--- config.mk ---
export PLATFORM = sky130hd
export DESIGN_NAME = diag_cmd_streamer_flat
export DESIGN_NICKNAME = d
export VERILOG_FILES = /design/src/rtl/diag_cmd_streamer_if.sv /design/src/rtl/diag_cmd_streamer.sv /design/src/flat_wrapper.sv
export SDC_FILE = /design/constraint.sdc
export NUM_CORES = 2
export LEC_CHECK = 0
export BUFFER_PORTS_ARGS = -buffer_cell sky130_fd_sc_hd__buf_2
export CAP_MARGIN = 25
export CORE_MARGIN = 5
export CORE_UTILIZATION = 57
export CTS_CLUSTER_DIAMETER = 200
export DETAILED_ROUTE_END_ITERATION = 10
export HOLD_SLACK_MARGIN = 0.12
export PLACE_DENSITY = 0.88
export SYNTH_ARGS = -nofsm -noshare
export SYNTH_HDL_FRONTEND = slang
export SYNTH_MEMORY_MAX_BITS = 65536
export SYNTH_SLANG_ARGS = --single-unit
--- constraint.sdc ---
create_clock -name clk -period 3.2 [get_ports clk]
set_clock_uncertainty 0.05 [all_clocks]
set_input_delay 0 -clock clk [delete_from_list [all_inputs] [get_ports clk]]
set_output_delay 0 -clock clk [all_outputs]
set_load 0.05 [all_outputs]
--- src/rtl/diag_cmd_streamer_if.sv ---
// Command word stream between the table streamer and the interpreter.
// The streamer drives data/valid; the interpreter drives ready.
interface diag_cmd_streamer_if;
    logic [18:0] raw_data_o19b;
    logic        valid_o;
    logic        ready_i;

    modport master (
        output raw_data_o19b,
        output valid_o,
        input  ready_i
    );

    modport slave (
        input  raw_data_o19b,
        input  valid_o,
        output ready_i
    );
endinterface

--- src/rtl/diag_cmd_streamer.sv ---
// Streams a writable table of 19-bit I2C command words in address order,
// stopping at an end-marker word or the last entry.
module diag_cmd_streamer #(
    parameter int          DEPTH    = 256,
    parameter int          ADDR_W   = 8,
    parameter logic [18:0] END_MARK = 19'h7FFFF
) (
    input  logic                clk,
    input  logic                rstn,
    input  logic                start_i,
    input  logic                wr_en_i,
    input  logic [ADDR_W-1:0]   wr_addr_i,
    input  logic [18:0]         wr_data_i19b,
    diag_cmd_streamer_if.master cmd,
    output logic                busy_o,
    output logic                done_o,
    output logic [ADDR_W:0]     count_o
);

    typedef enum logic [1:0] {
        IDLE,
        FETCH,
        DRAIN,
        DONE
    } state_t;

    state_t state;

    logic [18:0]       mem [DEPTH];
    logic [18:0]       ram_q;
    logic [18:0]       head;
    logic [18:0]       tail;
    logic [1:0]        occ;
    logic [1:0]        level;
    logic              rd_vld;
    logic              rd_last;
    logic              last_iss;
    logic [ADDR_W-1:0] rd_addr;
    logic              hs;
    logic              is_end;
    logic              push;
    logic              issue;
    logic              wr_ok;

    assign cmd.valid_o       = (occ != 2'd0);
    assign cmd.raw_data_o19b = head;

    assign hs     = cmd.valid_o & cmd.ready_i;
    assign is_end = rd_vld && (ram_q == END_MARK);
    assign push   = rd_vld && !is_end;
    // Occupancy after this edge plus the read now in flight must stay <= 2.
    assign level  = occ + {1'b0, rd_vld} - {1'b0, hs};
    assign issue  = (state == FETCH) && !last_iss && !is_end
                    && (level < 2'd2);
    assign wr_ok  = wr_en_i && (state == IDLE || state == DONE);

    always_ff @(posedge clk) begin
        if (wr_ok)
            mem[wr_addr_i] <= wr_data_i19b;
        if (issue)
            ram_q <= mem[rd_addr];
    end

    always_ff @(posedge clk) begin
        if (!rstn) begin
            state    <= IDLE;
            occ      <= 2'd0;
            head     <= '0;
            tail     <= '0;
            rd_vld   <= 1'b0;
            rd_last  <= 1'b0;
            last_iss <= 1'b0;
            rd_addr  <= '0;
            count_o  <= '0;
            busy_o   <= 1'b0;
            done_o   <= 1'b0;
        end else begin
            busy_o <= (state == FETCH) || (state == DRAIN);
            done_o <= 1'b0;
            rd_vld <= issue;

            if (issue) begin
                rd_last  <= &rd_addr;
                last_iss <= &rd_addr;
                rd_addr  <= rd_addr + 1'b1;
            end

            if (hs)
                count_o <= count_o + 1'b1;

            unique case ({push, hs})
                2'b10: begin
                    if (occ == 2'd0)
                        head <= ram_q;
                    else
                        tail <= ram_q;
                    occ <= occ + 2'd1;
                end
                2'b01: begin
                    head <= tail;
                    occ  <= occ - 2'd1;
                end
                2'b11: begin
                    if (occ == 2'd1) begin
                        head <= ram_q;
                    end else begin
                        head <= tail;
                        tail <= ram_q;
                    end
                end
                default: ;
            endcase

            unique case (state)
                IDLE: begin
                    if (start_i) begin
                        state    <= FETCH;
                        rd_addr  <= '0;
                        last_iss <= 1'b0;
                        count_o  <= '0;
                        occ      <= 2'd0;
                    end
                end
                FETCH: begin
                    if (is_end || (rd_vld && rd_last))
                        state <= DRAIN;
                end
                DRAIN: begin
                    if (occ == 2'd0) begin
                        state  <= DONE;
                        done_o <= 1'b1;
                    end
                end
                DONE: state <= IDLE;
            endcase
        end
    end

endmodule

--- src/flat_wrapper.sv ---
// flat-port wrapper written by rule: the top's interface ports become plain ports
module diag_cmd_streamer_flat 
#(
    parameter int          DEPTH    = 256,
    parameter int          ADDR_W   = 8,
    parameter logic [18:0] END_MARK = 19'h7FFFF
)
  (clk, rstn, start_i, wr_en_i, wr_addr_i, wr_data_i19b, busy_o, done_o, count_o, cmd_raw_data_o19b, cmd_valid_o, cmd_ready_i);
  diag_cmd_streamer_if cmd_i ();
  input  logic clk;
  input  logic rstn;
  input  logic start_i;
  input  logic wr_en_i;
  input  logic [ADDR_W-1:0] wr_addr_i;
  input  logic [18:0] wr_data_i19b;
  output logic busy_o;
  output logic done_o;
  output logic [ADDR_W:0] count_o;
  output wire logic [$bits(cmd_i.raw_data_o19b)-1:0] cmd_raw_data_o19b;
  output wire logic [$bits(cmd_i.valid_o)-1:0] cmd_valid_o;
  input wire logic [$bits(cmd_i.ready_i)-1:0] cmd_ready_i;
  assign cmd_raw_data_o19b = cmd_i.raw_data_o19b;
  assign cmd_valid_o = cmd_i.valid_o;
  assign cmd_i.ready_i = cmd_ready_i;
  diag_cmd_streamer #(.DEPTH(DEPTH), .ADDR_W(ADDR_W), .END_MARK(END_MARK)) u_core (.clk(clk), .rstn(rstn), .start_i(start_i), .wr_en_i(wr_en_i), .wr_addr_i(wr_addr_i), .wr_data_i19b(wr_data_i19b), .cmd(cmd_i), .busy_o(busy_o), .done_o(done_o), .count_o(count_o));
endmodule
==> results of run 1 <==
## cell families after synthesis
| family | count (synthesis) | synth area share, % |
|---|---|---|
| flops | 4947 | 78.0 |
| buf+inv | 533 | 1.63 |
| simple gates | 721 | 1.65 |
| xor+xnor | 10 | 0.0462 |
| compound gates | 1013 | 3.75 |
| mux | 1515 | 14.9 |
| fa+ha+maj | 13 | 0.0857 |
## through the flow
stage,util (%),std cells,cell area (um2),hold WS [ns]
after CTS,67.1,14700,222000,0.136
after global placement,61.8,13800,205000,0.389
after floorplan,-,8752,190000,0.0489
after detailed placement,61.9,13800,205000,0.419
## routing by layer
layer | global-route usage [%] | GRT overflow
met1 | 57.4 | 4
met2 | 73.8 | 19
met3 | 59.7 | 13
met4 | 60.5 | 12
met5 | 50.8 | 0
## cell usage after synthesis, types with 9 or more instances
cell	instances
sky130_fd_sc_hd__o211a_1	19
sky130_fd_sc_hd__a211oi_1	83
sky130_fd_sc_hd__o32ai_1	12
sky130_fd_sc_hd__mux2i_1	465
sky130_fd_sc_hd__nand2_1	192
sky130_fd_sc_hd__a221oi_1	90
sky130_fd_sc_hd__edfxtp_1	4883
sky130_fd_sc_hd__buf_1	23
sky130_fd_sc_hd__nor3_1	28
sky130_fd_sc_hd__clkbuf_1	175
sky130_fd_sc_hd__nand4_1	14
sky130_fd_sc_hd__nor2b_1	50
sky130_fd_sc_hd__buf_4	103
sky130_fd_sc_hd__nor2_1	338
sky130_fd_sc_hd__buf_2	153
sky130_fd_sc_hd__dfxtp_1	64
sky130_fd_sc_hd__mux4_2	1045
sky130_fd_sc_hd__and3_1	11
sky130_fd_sc_hd__inv_1	13
sky130_fd_sc_hd__and2_1	9
sky130_fd_sc_hd__a21oi_1	177
sky130_fd_sc_hd__nor4_1	12
sky130_fd_sc_hd__nand2b_1	9
sky130_fd_sc_hd__o221ai_1	46
sky130_fd_sc_hd__o211ai_1	15
sky130_fd_sc_hd__buf_6	60
sky130_fd_sc_hd__a311oi_1	11
sky130_fd_sc_hd__o21ai_0	113
sky130_fd_sc_hd__nand3_1	38
sky130_fd_sc_hd__a31oi_1	24
sky130_fd_sc_hd__ha_1	13
sky130_fd_sc_hd__a22oi_1	251
sky130_fd_sc_hd__a2111oi_0	10
sky130_fd_sc_hd__o22ai_1	74
sky130_fd_sc_hd__a22o_1	32
## repair_timing
item | in CTS
cloned | 10
resized for setup | 352
hold endpoints to repair | 5766
pin swaps | 61
hold buffers | 41
setup buffers | 50
endpoints found under the setup margin | 211
==> out/results.md, run 1 <==
• syn_nets: 8,797
• Last stage: 5_1_grt
• cell accounting for the most synthesized area: sky130_fd_sc_hd__edfxtp_1
• number of primary I/O pins: 63
• global placement routability congestion: 0.969
• top cell type's share of synthesized area: 77.3%
• post-placement worst setup slack: -0.868 ns
• netlist area before placement: 190,000 um2
• cell chosen for the clock root: sky130_fd_sc_hd__clkbuf_16
• DP HPWL: 357,000 um
• Tot GR Track Use: 63.1%
• initial antenna violation count: 185
• # clock sinks: 4,947
• Post-Synthesis Cells: 8,752
• Primary FF master, synth: sky130_fd_sc_hd__edfxtp_1
• first error line in the log: [ERROR GRT-0232] Routing congestion too high. Check the congestion heatmap in the GUI.
• GRT overflow: 48
• initial cell density of the core: 57.3%
• largest cells by area after synthesis: sky130_fd_sc_hd__edfxtp_1, sky130_fd_sc_hd__mux4_2, sky130_fd_sc_hd__mux2i_1
• count of different cell masters after synthesis: 71
• H-tree levels: 5
• run status: did not finish
• kind of pin the worst path terminates on: sequential cell input
• fraction of synthesis flops using an asynchronous set or reset pin: 0%
• die width: 587 um
• synthesis-stage register bit count: 4,947
• count of buffers inserted at the top-level ports: 62
• pin count of the biggest net entering global routing: 168
• last worst endpoint in the global-route repair_timing: u_core.ram_q[14]$_DFFE_PP_/D
• Placement Rows: 211
• Inserted Clock Buffers: 446
• number of enable-type register cells in the synthesized netlist: 4,883
• register area share after synthesis: 78.0%
• synthesized area per cell: 21.7 um2
• warnings from Yosys: 0
• Clock Tree Buf Depth: 4
• die span in y: 587 um
==> inputs of run 2 (changes only) <==
CORE_UTILIZATION = 40   (was 57)
CTS_CLUSTER_DIAMETER = not set   (was 200)
HOLD_SLACK_MARGIN = not set   (was 0.12)
PLACE_DENSITY = not set   (was 0.88)
PLACE_DENSITY_LB_ADDON = 0.15   (was not set)
clock period = 4.15 ns   (was 3.2 ns; I/O delays follow)
==> out/results.md, run 2 <==
• cell chosen for the clock root: sky130_fd_sc_hd__clkbuf_16
• synthesized area per cell: 21.7 um2
• ratio of cells with drive above 1 in the final layout: 29.9%
• post-placement worst setup slack: -0.343 ns
• category of the worst setup path capture point: register
• Clock Tree Buf Depth: 4
• die width: 699 um
• most common cell in the netlist: sky130_fd_sc_hd__edfxtp_1
• most common library cell in the layout ignoring fill and taps: sky130_fd_sc_hd__edfxtp_1
• Hold Crit Class: in -> reg
• number of filler cells placed in the layout: 38.9k
• initial cell density of the core: 40.0%
• warnings from Yosys: 0
• count of nets after finishing: 9,854
• routed wire length: 611,000 um
• worst setup path class: reg -> reg
• count of nets left with antenna violations after detail routing: 0
• kind of start point of the critical path: register
• Worst VDD drop: 0.000382 V
• top cells by count, synth: sky130_fd_sc_hd__edfxtp_1, sky130_fd_sc_hd__mux4_2, sky130_fd_sc_hd__mux2i_1
• # clock sinks: 4,947
• Max transition margin: 18.6%
• syn_nets: 8,797
• count of buffers inserted at the top-level ports: 62
• launch point of the worst hold path: wr_data_i19b[2]
• P per Cell Area: 520 nW/um2
• Max Fanout on Critical Path: 24
• mux share of post-synthesis cell area: 14.9%
• global-route wire length before repair: 832,000 um
• arrival time of data at the critical path endpoint: 4.89 ns
• DP HPWL: 376,000 um
• Post-Synthesis Cells: 8,752
• pin count of the biggest net entering global routing: 128
• routed length on met3: 51,500 um
• first-iteration detailed-routing DRC count: 13.4k
• worst endpoint required time: 4.92 ns
• Setup Viol. Count Final: 0
• Synth Area in XOR/XNOR: 0.0462%
• number of flip-flops under the largest register name: 4,864
• clock-pin slew on the worst setup and hold paths: 0.06 ns
• Final min period: 4.12 ns
• largest cells by area after synthesis: sky130_fd_sc_hd__edfxtp_1, sky130_fd_sc_hd__mux4_2, sky130_fd_sc_hd__mux2i_1
• Lkg Pwr: 68.4 nW
• initial antenna violation count: 51
• Post-Synth Simple-Gate Area: 1.65%
• H-tree levels: 6
• number of enable-type register cells in the synthesized netlist: 4,883
• global placement routability congestion: 0.873
• Primary FF master, synth: sky130_fd_sc_hd__edfxtp_1
• post-synthesis compound-gate area fraction: 3.75%
• max frequency: 243 MHz
• highest layer used for signal routing: met5
• number of primary I/O pins: 63
• Placement Rows: 253
• source of the worst register-to-register timing path: u_core.rd_addr[1]$_SDFF_PN0_
• die span in y: 699 um
• wire length per cell: 37.0 um
• cell accounting for the most synthesized area: sky130_fd_sc_hd__edfxtp_1
• top library cells by usage in the layout, fill and taps aside: sky130_fd_sc_hd__edfxtp_1, sky130_fd_sc_hd__mux4_2, sky130_fd_sc_hd__buf_4
• fraction of the cycle the final worst path needs: 99.2%
• start point of the critical path: u_core.rd_addr[1]$_SDFF_PN0_
• netlist area before placement: 190,000 um2
• Tot GR Track Use: 24.4%
• number of optimization iterations in the first detailed-route pass: 6
• detailed route wirelength on metal2: 282,000 um
• synthesis-stage register bit count: 4,947
• vias in the first global route: 97.3k
• # DRC: 0
• slew at the pin closest to its max-slew limit: 1.22 ns
• clock latency at the later pin of the worst-skew pair: 1.06 ns
• RSZ-0062 raised after global routing: false
• area added between synthesis and finish: 17.0%
• TritonCTS clock tree: done
• run status: completed
• dpl cells: 15.5k
• Hold Vio Cnt, Final: 0
• area occupied by multi-input gates: 39,600 um2
• Layout Cells excl Fill: 16.5k
• top cell type's share of synthesized area: 77.3%
• overall die area: 488,000 um2
• least setup slack across all paths after layout: 0.0317 ns
• DR vias/cell: 6.00
• count of different cell masters after synthesis: 71
• count of max-cap constraint violations: 0
• largest family of logic cells by synthesized area: multiplexers
• area occupied by registers: 148,000 um2
• max-slew violation count: 0
• area of the placeable core: 474,000 um2
• Vias: 99.0k
• register area share after synthesis: 78.0%
• GRT overflow: 0
• Inserted Clock Buffers: 531
• top register by number of flip-flops: u_core.mem
• fraction of synthesis flops using an asynchronous set or reset pin: 0%
• post-route met1 wirelength: 257,000 um
• adder and majority cell fraction of the synthesized area: 0.0857%
==> run 2: cell counts after synthesis <==
Identical to the previous run, type by type.
==> run 2: timing repair <==
| item | in CTS | in global routing |
|---|---|---|
| hold endpoints to repair | 6830 | 2 |
| setup endpoints to repair | 10 | 89 |
| buffers inserted | 5 | 0 |
| gates resized for setup | 5 | 1 |
| hold buffers | 61 | 1 |
==> run 2: report_power, final <==
group          total, W  switching (W)  internal [W]
clock network    0.0451         0.0196        0.0256
logic            0.0147        0.00819       0.00654
registers        0.0555       0.000328        0.0552
==> run 2: final cells by class <==
cell class,count,area share [%]
Clock buffer,685,6.45
Sequential cell,4947,66.7
Clock inverter,267,0.920
Timing Repair Buffer,1043,4.55
Antenna cell,17,0.0192
Multi-Input combinational cell,3272,17.8
Tap cell,6247,3.52
Inverter,14,0.0271
==> run 2: stage by stage <==
step	setup TNS, ns	hold WS (ns)	instance area, um2	utilization (%)	power [W]
floorplan	0	0.0489	190000	-	0.0656
global placement	-3.32	0.390	205000	43.2	0.0711
detailed placement	-1.23	0.407	205000	43.2	0.0712
CTS	0	0.000448	222000	46.8	0.116
global route	0	0.0436	222000	46.8	0.119
finish	0	0.0579	222000	46.8	0.115
==> run 2: critical path, stage by stage, from the launching register on <==
cell	delay (ns)
sky130_fd_sc_hd__dfxtp_4	0.69
sky130_fd_sc_hd__buf_12	0.30
sky130_fd_sc_hd__buf_4	0.39
sky130_fd_sc_hd__mux4_2	0.38
sky130_fd_sc_hd__a22oi_1	0.33
sky130_fd_sc_hd__a21oi_1	0.25
sky130_fd_sc_hd__nor4_1	0.54
sky130_fd_sc_hd__buf_4	0.26
sky130_fd_sc_hd__nor2_1	0.12
sky130_fd_sc_hd__buf_4	0.20
sky130_fd_sc_hd__mux2_2	0.26
==> run 2: logic make-up after synthesis <==
logic type	Yosys count
compound gates	1013
xor+xnor	10
fa+ha+maj	13
buf+inv	533
flops	4947
mux	1515
simple gates	721
==> run 2: layer usage <==
layer,global-route usage (%),vias to the layer above
met5,0,-
met4,7.12,10
met3,4.46,807
met2,37.6,4783
met1,35.8,54200
li1,-,39200
==> run 2: final timing paths <==
check	slack [ns]	end	cells past startpoint
worst min register to register	0.42	u_core.rd_last$_SDFFE_PN0P_	2
worst max-delay path	0.03	u_core.ram_q[3]$_DFFE_PP_	10
worst min-delay path	0.06	u_core.mem[46][2]$_DFFE_PP_	2
worst max register to register	0.03	u_core.ram_q[3]$_DFFE_PP_	10
(Power assumes the default switching activity.)
